## src/rtl/lock_pkg.sv

```systemverilog
// rtl/lock_pkg.sv - shared types, word geometry and packing helper for the code lock
//
// Purpose: FSM state encoding, default symbol width / word length, and the
//          helper that maps a symbol position to its bit offset in a word.
// Ports:   none (package).
package lock_pkg;

  localparam int SYM_W  = 2;
  localparam int DIGITS = 4;

  typedef enum logic [2:0] {
    ENTER     = 3'd0,
    COMPARE   = 3'd1,
    UNLOCKED  = 3'd2,
    PROGRAM   = 3'd3,
    PROG_DONE = 3'd4,
    LOCKOUT   = 3'd5
  } state_t;

  // Bit offset of symbol slot 'pos' inside a packed word; slot 0 is the LSBs.
  function automatic int unsigned sym_lsb(input int unsigned pos, input int unsigned sym_w);
    return pos * sym_w;
  endfunction

endpackage

```

## src/rtl/keypad_edge.sv

```systemverilog
// rtl/keypad_edge.sv - button release tracking and one-hot to symbol encoding
//
// Purpose: qualifies a button press as a symbol only when exactly one button
//          is high and all buttons were low on the previous cycle.
// Ports:   clk, reset (async active-low), btn (one bit per symbol),
//          sym_valid (press accepted this cycle), sym (encoded symbol).
module keypad_edge import lock_pkg::*; #(
  parameter int SYM_W = lock_pkg::SYM_W
) (
  input  logic                    clk,
  input  logic                    reset,
  input  logic [(1<<SYM_W)-1:0]   btn,
  output logic                    sym_valid,
  output logic [SYM_W-1:0]        sym
);

  localparam int NBTN = 1 << SYM_W;

  logic released_q;
  logic one_hot;

  // Remembers whether the previous cycle had every button up; a held or
  // chorded press keeps this low so nothing further is accepted until release.
  always_ff @(posedge clk or negedge reset) begin
    if (!reset) begin
      released_q <= 1'b1;
    end else begin
      released_q <= (btn == '0);
    end
  end

  always_comb begin
    one_hot = (btn != '0) && ((btn & (btn - NBTN'(1))) == '0);
    sym     = '0;
    for (int i = 0; i < NBTN; i++) begin
      if (btn[i]) sym = SYM_W'(i);
    end
    sym_valid = one_hot && released_q;
  end

endmodule

```

## src/rtl/lock_seq_ctrl.sv

```systemverilog
// rtl/lock_seq_ctrl.sv - code-lock sequencing FSM: entry, compare, lockout, reprogramming
//
// Purpose: assembles accepted symbols into guess/key words, compares guesses
//          against the stored key, counts failed attempts, enforces a timed
//          lockout and gates key reprogramming behind a successful unlock.
// Ports:   clk, reset (async active-low), btn, edit (program switch),
//          clr (clear/relock, edge-detected); outputs key, guess, digit_cnt,
//          hits, attempts_left, result_valid, unlocked, alarm, prog_done,
//          state. All outputs are registered.
module lock_seq_ctrl import lock_pkg::*; #(
  parameter int DIGITS         = lock_pkg::DIGITS,
  parameter int SYM_W          = lock_pkg::SYM_W,
  parameter int MAX_TRIES      = 3,
  parameter int LOCKOUT_CYCLES = 1000
) (
  input  logic                               clk,
  input  logic                               reset,
  input  logic [(1<<SYM_W)-1:0]              btn,
  input  logic                               edit,
  input  logic                               clr,
  output logic [DIGITS*SYM_W-1:0]            key,
  output logic [DIGITS*SYM_W-1:0]            guess,
  output logic [$clog2(DIGITS+1)-1:0]        digit_cnt,
  output logic [$clog2(DIGITS+1)-1:0]        hits,
  output logic [$clog2(MAX_TRIES+1)-1:0]     attempts_left,
  output logic                               result_valid,
  output logic                               unlocked,
  output logic                               alarm,
  output logic                               prog_done,
  output logic [2:0]                         state
);

  localparam int WW = DIGITS * SYM_W;
  localparam int CW = $clog2(DIGITS + 1);
  localparam int AW = $clog2(MAX_TRIES + 1);
  localparam int LW = $clog2(LOCKOUT_CYCLES + 1);

  state_t          st;
  logic [WW-1:0]   shadow;
  logic [LW-1:0]   lock_cnt;
  logic            clr_q;
  logic            clr_rise;

  logic            sym_valid;
  logic [SYM_W-1:0] sym;

  logic [CW-1:0]   hit_cnt;
  logic [WW-1:0]   guess_ins;
  logic [WW-1:0]   shadow_ins;
  logic            last_sym;
  int unsigned     lsb;

  keypad_edge #(.SYM_W(SYM_W)) u_keypad (
    .clk       (clk),
    .reset     (reset),
    .btn       (btn),
    .sym_valid (sym_valid),
    .sym       (sym)
  );

  assign clr_rise = clr && !clr_q;
  assign state    = st;

  // Next-word values with the incoming symbol dropped into slot digit_cnt,
  // plus the positional match count used in COMPARE.
  always_comb begin
    lsb        = sym_lsb(32'(digit_cnt), SYM_W);
    guess_ins  = guess;
    shadow_ins = shadow;
    if (digit_cnt < CW'(DIGITS)) begin
      guess_ins[lsb +: SYM_W]  = sym;
      shadow_ins[lsb +: SYM_W] = sym;
    end
    last_sym = (digit_cnt == CW'(DIGITS - 1));
    hit_cnt  = '0;
    for (int i = 0; i < DIGITS; i++) begin
      if (guess[i*SYM_W +: SYM_W] == key[i*SYM_W +: SYM_W]) hit_cnt = hit_cnt + CW'(1);
    end
  end

  always_ff @(posedge clk or negedge reset) begin
    if (!reset) begin
      st            <= ENTER;
      key           <= '0;
      guess         <= '0;
      shadow        <= '0;
      digit_cnt     <= '0;
      hits          <= '0;
      attempts_left <= AW'(MAX_TRIES);
      result_valid  <= 1'b0;
      unlocked      <= 1'b0;
      alarm         <= 1'b0;
      prog_done     <= 1'b0;
      lock_cnt      <= '0;
      clr_q         <= 1'b0;
    end else begin
      clr_q        <= clr;
      result_valid <= 1'b0;
      prog_done    <= 1'b0;

      case (st)
        ENTER: begin
          // clr wins over a symbol landing on the same edge.
          if (clr_rise) begin
            guess     <= '0;
            digit_cnt <= '0;
          end else if (sym_valid) begin
            guess     <= guess_ins;
            digit_cnt <= digit_cnt + CW'(1);
            if (last_sym) st <= COMPARE;
          end
        end

        COMPARE: begin
          hits         <= hit_cnt;
          result_valid <= 1'b1;
          if (hit_cnt == CW'(DIGITS)) begin
            st            <= UNLOCKED;
            unlocked      <= 1'b1;
            attempts_left <= AW'(MAX_TRIES);
          end else begin
            attempts_left <= attempts_left - AW'(1);
            digit_cnt     <= '0;
            if (attempts_left == AW'(1)) begin
              st       <= LOCKOUT;
              alarm    <= 1'b1;
              lock_cnt <= '0;
            end else begin
              st <= ENTER;
            end
          end
        end

        UNLOCKED: begin
          if (edit) begin
            st        <= PROGRAM;
            unlocked  <= 1'b0;
            shadow    <= '0;
            digit_cnt <= '0;
          end else if (clr_rise) begin
            st        <= ENTER;
            unlocked  <= 1'b0;
            guess     <= '0;
            digit_cnt <= '0;
          end
        end

        PROGRAM: begin
          // Leaving edit early throws away the partial key.
          if (!edit) begin
            st        <= UNLOCKED;
            unlocked  <= 1'b1;
            shadow    <= '0;
            digit_cnt <= '0;
          end else if (sym_valid) begin
            shadow    <= shadow_ins;
            digit_cnt <= digit_cnt + CW'(1);
            if (last_sym) begin
              key       <= shadow_ins;
              prog_done <= 1'b1;
              st        <= PROG_DONE;
            end
          end
        end

        PROG_DONE: begin
          if (!edit) begin
            st        <= ENTER;
            guess     <= '0;
            digit_cnt <= '0;
          end
        end

        LOCKOUT: begin
          if (lock_cnt == LW'(LOCKOUT_CYCLES - 1)) begin
            st            <= ENTER;
            alarm         <= 1'b0;
            attempts_left <= AW'(MAX_TRIES);
            digit_cnt     <= '0;
          end else begin
            lock_cnt <= lock_cnt + LW'(1);
          end
        end

        default: st <= ENTER;
      endcase
    end
  end

endmodule

```

## config.mk

```make
export PLATFORM = sky130hd
export DESIGN_NAME = lock_seq_ctrl
export DESIGN_NICKNAME = d
export VERILOG_FILES = /design/src/rtl/lock_pkg.sv /design/src/rtl/keypad_edge.sv /design/src/rtl/lock_seq_ctrl.sv
export SDC_FILE = /design/constraint.sdc
export NUM_CORES = 1
export LEC_CHECK = 0
export ABC_AREA = 0
export CAP_MARGIN = 0
export CORE_MARGIN = 3
export CORE_UTILIZATION = 50
export CTS_CLUSTER_SIZE = 24
export DETAILED_ROUTE_END_ITERATION = 10
export GPL_TIMING_DRIVEN = 0
export PLACE_DENSITY = 0.73
export SYNTH_ARGS = -nofsm -noshare
export SYNTH_HDL_FRONTEND = slang
export SYNTH_HIERARCHICAL = 1
export SYNTH_SLANG_ARGS = --single-unit
```

## constraint.sdc

```tcl
create_clock -name clk -period 4.65 [get_ports clk]
set_input_delay 0.6975 -clock clk [delete_from_list [all_inputs] [get_ports clk]]
set_output_delay 0.6975 -clock clk [all_outputs]
set_load 0.02 [all_outputs]
```

==> impl_summary.log, run 1 <==
[metrics] global-route wire length before repair: 12.2 mm
[metrics] count of hold-fix buffers inserted at cts: 0
[metrics] vias in the first global route: 2,470
[metrics] crit path max fanout: 10
[metrics] finished layout cell area: 3640 um^2
[metrics] postcts setup bufs: 0
[metrics] reg-to-reg slack, setup: 1820 ps
[metrics] library cell used as clock root buffer: sky130_fd_sc_hd__clkbuf_8
[metrics] Die Y-Extent: 84.3 um
[metrics] fill cell total of the finished layout: 502
[metrics] Synth warnings: 6
[metrics] class of the tightest hold or removal check: in -> async
[metrics] DRC violations left: 0
[metrics] First DRT Iteration DRCs: 151
[metrics] power density over the cells: 403 nW/um^2
[metrics] Yosys reg bits: 51
[metrics] largest net degree at the start of global routing: 33
[metrics] overflow left after global routing: 0
[metrics] post-detail-place hpwl: 5.41 mm
[metrics] area taken by multi-input logic gates: 1690 um^2
[metrics] crit share post-route: 0.614
[metrics] number of buffers on the longest clock path: 2
[metrics] count of vias placed by the detailed router: 2,630
[metrics] maximum operating frequency: 350 MHz
[metrics] Worst Setup End Kind: flip-flop
[metrics] critical path data arrival time: 3030 ps
[metrics] remaining antenna violation count: 0
[metrics] number of hold-slack violations in the final timing report: 0
[metrics] via density per instance: 5.90
[metrics] diode insertion count for antenna repair: 0
[metrics] sequential fraction of the synthesis area: 0.417
[metrics] synthesized area per cell: 9.35 um^2
[metrics] crit path setup slack, layout: 1800 ps
[metrics] clock skew: 11.4 ps
[metrics] terminus of the critical flop-to-flop path: lock_cnt[5]
[metrics] area delta synth->final: 18.6%
[metrics] Setup CP Type: in -> reg
[metrics] final weighted congestion in routability-driven placement: 0.829
[metrics] Worst EP required: 4830 ps
[metrics] sum of negative setup slack: 0 ps
[metrics] relative slew slack: 0.599
[metrics] dominant register cell in the synthesized netlist: sky130_fd_sc_hd__dfrtp_1
[metrics] number of buffers inserted by port buffering: 37
[metrics] final WL: 7.25 mm
[metrics] number of library cell types mapped by synthesis: 66
[metrics] highest-count cells in the layout ignoring fill and taps: sky130_fd_sc_hd__dfrtp_1 (48), sky130_fd_sc_hd__clkdlybuf4s50_1 (36), sky130_fd_sc_hd__nand2_1 (32)
[metrics] count of final setup violators: 0
[metrics] placed inst area: 3540 um^2
[metrics] launching element type of the critical path: input port
[metrics] CTS HTree Levels: 2
[metrics] layout net count: 392
[metrics] layout cells sized above 1: 0.0856
[metrics] launch point of the worst reg-to-reg path: key[1]
[metrics] IO Pins: 39
[metrics] Least-Margin Pin Slew: 600 ps
[metrics] clk slew on worst S/H paths: 90 ps
[metrics] global-route total usage across every layer: 0.211
[metrics] Core Area: 5710 um^2
[metrics] Worst R2R Path Depth: 10
[metrics] Max-Cap Viols: 0
[metrics] total die area: 7110 um^2
[metrics] Final Max Tran Viols: 0
[metrics] number of enable-type register cells in the synthesized netlist: 0
[metrics] area taken by flip-flops and latches: 1280 um^2
[metrics] Net Count, Synth: 347
[metrics] share of async-settable or async-resettable flops after synthesis: 1.00
[metrics] Placement Setup Slack: 1450 ps
[metrics] clk sink count: 51
[metrics] most common cell after layout, fill and taps aside: sky130_fd_sc_hd__dfrtp_1
[metrics] Die X-Extent: 84.3 um
[metrics] cell leakage power: 1.52 nW
[metrics] VDD IR-drop max: 0.247 mV
[metrics] starting density of the core: 0.537
[metrics] number of buffers created by CTS: 5
[metrics] DR pass1 iterations: 4
[metrics] post-detailed-route wirelength per cell: 16.3 um
[metrics] total chip power: 1.47 mW
[metrics] unrepaired setup endpoints after global routing: no
[metrics] num rows: 27
[metrics] worst-skew pair later-pin latency: 310 ps
[metrics] CTS tree: done
[metrics] Post-Syn Instances: 328
[metrics] outcome: finished clean
[metrics] number of antenna violations at the first check in global routing: 0
[metrics] number of cells upsized or downsized after cts: 0
[metrics] post-synthesis instance area: 3070 um^2
[metrics] clock period minus final worst setup slack: 2850 ps
==> cells by family (layout without fill, tap and decap cells) <==
| logic type | Yosys count | in the layout | synth area share |
|---|---|---|---|
| AOI/OAI and AO/OA | 109 | 109 | 0.254 |
| xor gates and xnor gates | 15 | 15 | 0.0428 |
| adders and majority gates | 11 | 11 | 0.0449 |
| buffers and inverters | 22 | 68 | 0.0330 |
| DFF | 51 | 51 | 0.417 |
| muxes | 3 | 3 | 0.00979 |
| and+or+nand+nor | 117 | 117 | 0.198 |
==> cells in the mapped netlist (7+ instances only) <==
cell                       count  area [um^2]
sky130_fd_sc_hd__nand2_1      32          120
sky130_fd_sc_hd__o21ai_0      21          105
sky130_fd_sc_hd__and2_1        7         43.8
sky130_fd_sc_hd__ha_1         11          138
sky130_fd_sc_hd__xor2_1        8         70.1
sky130_fd_sc_hd__inv_1        10         37.5
sky130_fd_sc_hd__dfrtp_1      48         1200
sky130_fd_sc_hd__nand2b_1     10         62.6
sky130_fd_sc_hd__xnor2_1       7         61.3
sky130_fd_sc_hd__a21oi_1      25          125
sky130_fd_sc_hd__nor2_1       26         97.6
==> power breakdown <==
part	internal, mW	switching (mW)
Sequential	0.509	0.0508
Clock	0.122	0.151
Combinational	0.268	0.366
==> sequential cells by signal (all words and copies together), names as in the netlist, 2 cells and up <==
| name | cells |
|---|---|
| state | 3 |
| shadow | 8 |
| guess | 8 |
| digit_cnt | 3 |
| attempts_left | 2 |
| lock_cnt | 10 |
| key | 8 |
| hits | 3 |
==> final cells by class <==
cell class                 instances  area share
timing repair buffer              38       0.106
clock buffer                       7      0.0237
buffer                            11      0.0165
multi-input combinational        255       0.463
clock inverter                     1     0.00241
inverter                          11      0.0114
sequential                        51       0.352
tap                               72      0.0248
==> how the worst max path moves through the flow <==
stage,startpoint,end,slack [ps],cells past startpoint
6_report,btn[2],key[0],1800,8
5_1_grt,btn[2],key[1],1560,8
3_3_place_gp,reset,unlocked,1370,1
4_1_cts,btn[2],key[0],1780,8
2_1_floorplan,key[1],lock_cnt[5],2110,10
3_5_place_dp,btn[2],key[1],1450,8
==> worst max-delay path, stage by stage <==
cell,delay (ps)
sky130_fd_sc_hd__clkdlybuf4s50_1,480
sky130_fd_sc_hd__o41ai_1,570
sky130_fd_sc_hd__clkbuf_1,320
sky130_fd_sc_hd__and2_1,220
sky130_fd_sc_hd__and2_1,130
sky130_fd_sc_hd__buf_2,210
sky130_fd_sc_hd__buf_2,270
sky130_fd_sc_hd__a31oi_1,120
==> routing by layer <==
layer / vias up / track usage / share of wire
met2: 61 / 0.318 / 0.44
li1: 1298 / - / -
met1: 1265 / 0.319 / 0.51
met4: 0 / 0.0556 / 0.010
met3: 6 / 0.0304 / 0.039
met5: - / 0 / 0
==> through the flow <==
step / instances / util / hold slack, ps
finish: 446 / 0.637 / 349
global route: 446 / 0.637 / 357
CTS: 446 / 0.637 / 355
detailed placement: 438 / 0.620 / 469
global placement: 437 / 0.618 / 462
floorplan: 328 / - / 402
(Power assumes the default switching activity.)
==> run 2: changes to the inputs <==
Clock period 4.65 ns to 2.86 ns, I/O delays scaled along.
==> run 2 against run 1 <==
Global-route usage did not move. Via count rose by 0.65%. Clock-buffer cell count did not move. Critical endpoint is now digit_cnt[1]. Largest power group unchanged.
==> impl_summary.log, run 2 (synthesized netlist as in run 1, its figures left out) <==
[metrics] final weighted congestion in routability-driven placement: 0.829
[metrics] relative slew slack: 0.571
[metrics] number of hold-slack violations in the final timing report: 0
[metrics] crit share post-route: 0.953
[metrics] number of flip-flops in the largest register: 10
[metrics] CTS HTree Levels: 2
[metrics] diode insertion count for antenna repair: 0
[metrics] post-route worst hold slack: 77.7 ps
[metrics] number of antenna violations at the first check in global routing: 0
[metrics] Max-Cap Viols: 0
[metrics] maximum operating frequency: 367 MHz
[metrics] clk slew on worst S/H paths: 100 ps
[metrics] highest-count cells in the layout ignoring fill and taps: sky130_fd_sc_hd__dfrtp_1 (48), sky130_fd_sc_hd__clkdlybuf4s50_1 (36), sky130_fd_sc_hd__nand2_1 (32)
[metrics] count of final setup violators: 0
[metrics] post-route insts no fill: 447
[metrics] Core Area: 5710 um^2
[metrics] worst-skew pair later-pin latency: 310 ps
[metrics] post-detail-place hpwl: 5.41 mm
[metrics] Worst EP required: 3070 ps
[metrics] final WL: 7.28 mm
[metrics] First DRT Iteration DRCs: 167
[metrics] starting density of the core: 0.537
[metrics] clock period minus final worst setup slack: 2730 ps
[metrics] Setup CP Type: reg -> reg
[metrics] most common cell after layout, fill and taps aside: sky130_fd_sc_hd__dfrtp_1
[metrics] remaining antenna violation count: 0
[metrics] largest net degree at the start of global routing: 33
[metrics] reg-to-reg slack, setup: 130 ps
[metrics] count of vias placed by the detailed router: 2,647
[metrics] Least-Margin Pin Slew: 644 ps
[metrics] clock skew: 11.7 ps
[metrics] cell leakage power: 1.53 nW
[metrics] VDD IR-drop max: 0.403 mV
[metrics] power density over the cells: 657 nW/um^2
[metrics] DRC violations left: 0
[metrics] total die area: 7110 um^2
[metrics] sum of negative setup slack: 0 ps
[metrics] critical path data arrival time: 2940 ps
[metrics] finished layout cell area: 3670 um^2
[metrics] fill cell total of the finished layout: 500
[metrics] Die Y-Extent: 84.3 um
[metrics] dpl cells: 438
[metrics] vias in the first global route: 2,470
[metrics] CTS tree: done
[metrics] Final Max Tran Viols: 0
[metrics] global-route total usage across every layer: 0.211
[metrics] clk sink count: 51
[metrics] layout net count: 393
[metrics] number of buffers created by CTS: 5
[metrics] global-route wire length before repair: 12.2 mm
[metrics] IO Pins: 39
[metrics] crit path max fanout: 5
[metrics] layout cells sized above 1: 0.0960
[metrics] outcome: finished clean
[metrics] Largest Register: lock_cnt
[metrics] placed inst area: 3540 um^2
[metrics] launching element type of the critical path: flip-flop
[metrics] count of hold-fix buffers inserted at cts: 0
[metrics] area delta synth->final: 19.6%
[metrics] post-detailed-route wirelength per cell: 16.3 um
[metrics] via density per instance: 5.92
[metrics] number of buffers on the longest clock path: 2
[metrics] total chip power: 2.41 mW
[metrics] library cell used as clock root buffer: sky130_fd_sc_hd__clkbuf_8
[metrics] num rows: 27
[metrics] DR pass1 iterations: 4
[metrics] Die X-Extent: 84.3 um
[metrics] overflow left after global routing: 0
[metrics] number of buffers inserted by port buffering: 37
[metrics] class of the tightest hold or removal check: in -> async
[metrics] Worst Setup End Kind: flip-flop
==> run 2: worst paths after layout <==
path | from | end | depth (start not counted)
max in group asynchronous | reset | attempts_left[1] | 2
setup reg to reg | key[2] | digit_cnt[1] | 10
min in group clk | hits[2] | hits[2] | 2
hold / removal | reset | key[1] | 1
hold reg to reg | hits[2] | hits[2] | 2
setup / recovery | key[2] | digit_cnt[1] | 10
==> run 2: stage by stage <==
| stage | utilization | setup WS [ps] |
|---|---|---|
| 2_1_floorplan | - | 319 |
| 3_3_place_gp | 0.618 | -152 |
| 5_1_grt | 0.643 | -9.24 |
| 6_report | 0.643 | 134 |
| 4_1_cts | 0.637 | 24.2 |
| 3_5_place_dp | 0.620 | -73.7 |
==> run 2: final cells by class <==
| type | instances | area, um^2 | area share |
|---|---|---|---|
| Buffer | 11 | 60.1 | 0.0164 |
| Tap cell | 72 | 90.1 | 0.0246 |
| Timing Repair Buffer | 39 | 393 | 0.107 |
| Inverter | 11 | 41.3 | 0.0113 |
| Sequential cell | 51 | 1280 | 0.349 |
| Clock buffer | 7 | 86.3 | 0.0235 |
| Clock inverter | 1 | 8.76 | 0.00239 |
| Multi-Input combinational cell | 255 | 1710 | 0.466 |
==> run 2: where the power goes <==
group	internal, mW	total [mW]	switching, mW
Combinational	0.453	1.06	0.607
Clock	0.199	0.440	0.241
Sequential	0.828	0.910	0.0824
==> run 2: what timing repair did <==
action | 4_1_cts | 5_1_grt
setup endpoints to repair | 0 | 14
setup buffers | 0 | 1
gates resized for setup | 0 | 4
==> run 2: layer usage <==
metal | vias up | track usage | routed length, um
met3 | 8 | 0.0304 | 218
met4 | 0 | 0.0556 | 101
met5 | - | 0 | 0
met2 | 53 | 0.318 | 3260
li1 | 1300 | - | -
met1 | 1286 | 0.319 | 3700
==> run 2: worst max-delay path: stages (launching register included) <==
cell and delay [ps]:
sky130_fd_sc_hd__dfrtp_1 440, sky130_fd_sc_hd__xor2_1 220, sky130_fd_sc_hd__nor2_1 70, sky130_fd_sc_hd__ha_1 310
sky130_fd_sc_hd__or3_4 410, sky130_fd_sc_hd__nand2_1 110, sky130_fd_sc_hd__ha_1 180, sky130_fd_sc_hd__nand3_2 100
sky130_fd_sc_hd__a21oi_2 230, sky130_fd_sc_hd__o211ai_1 300, sky130_fd_sc_hd__o221ai_1 290
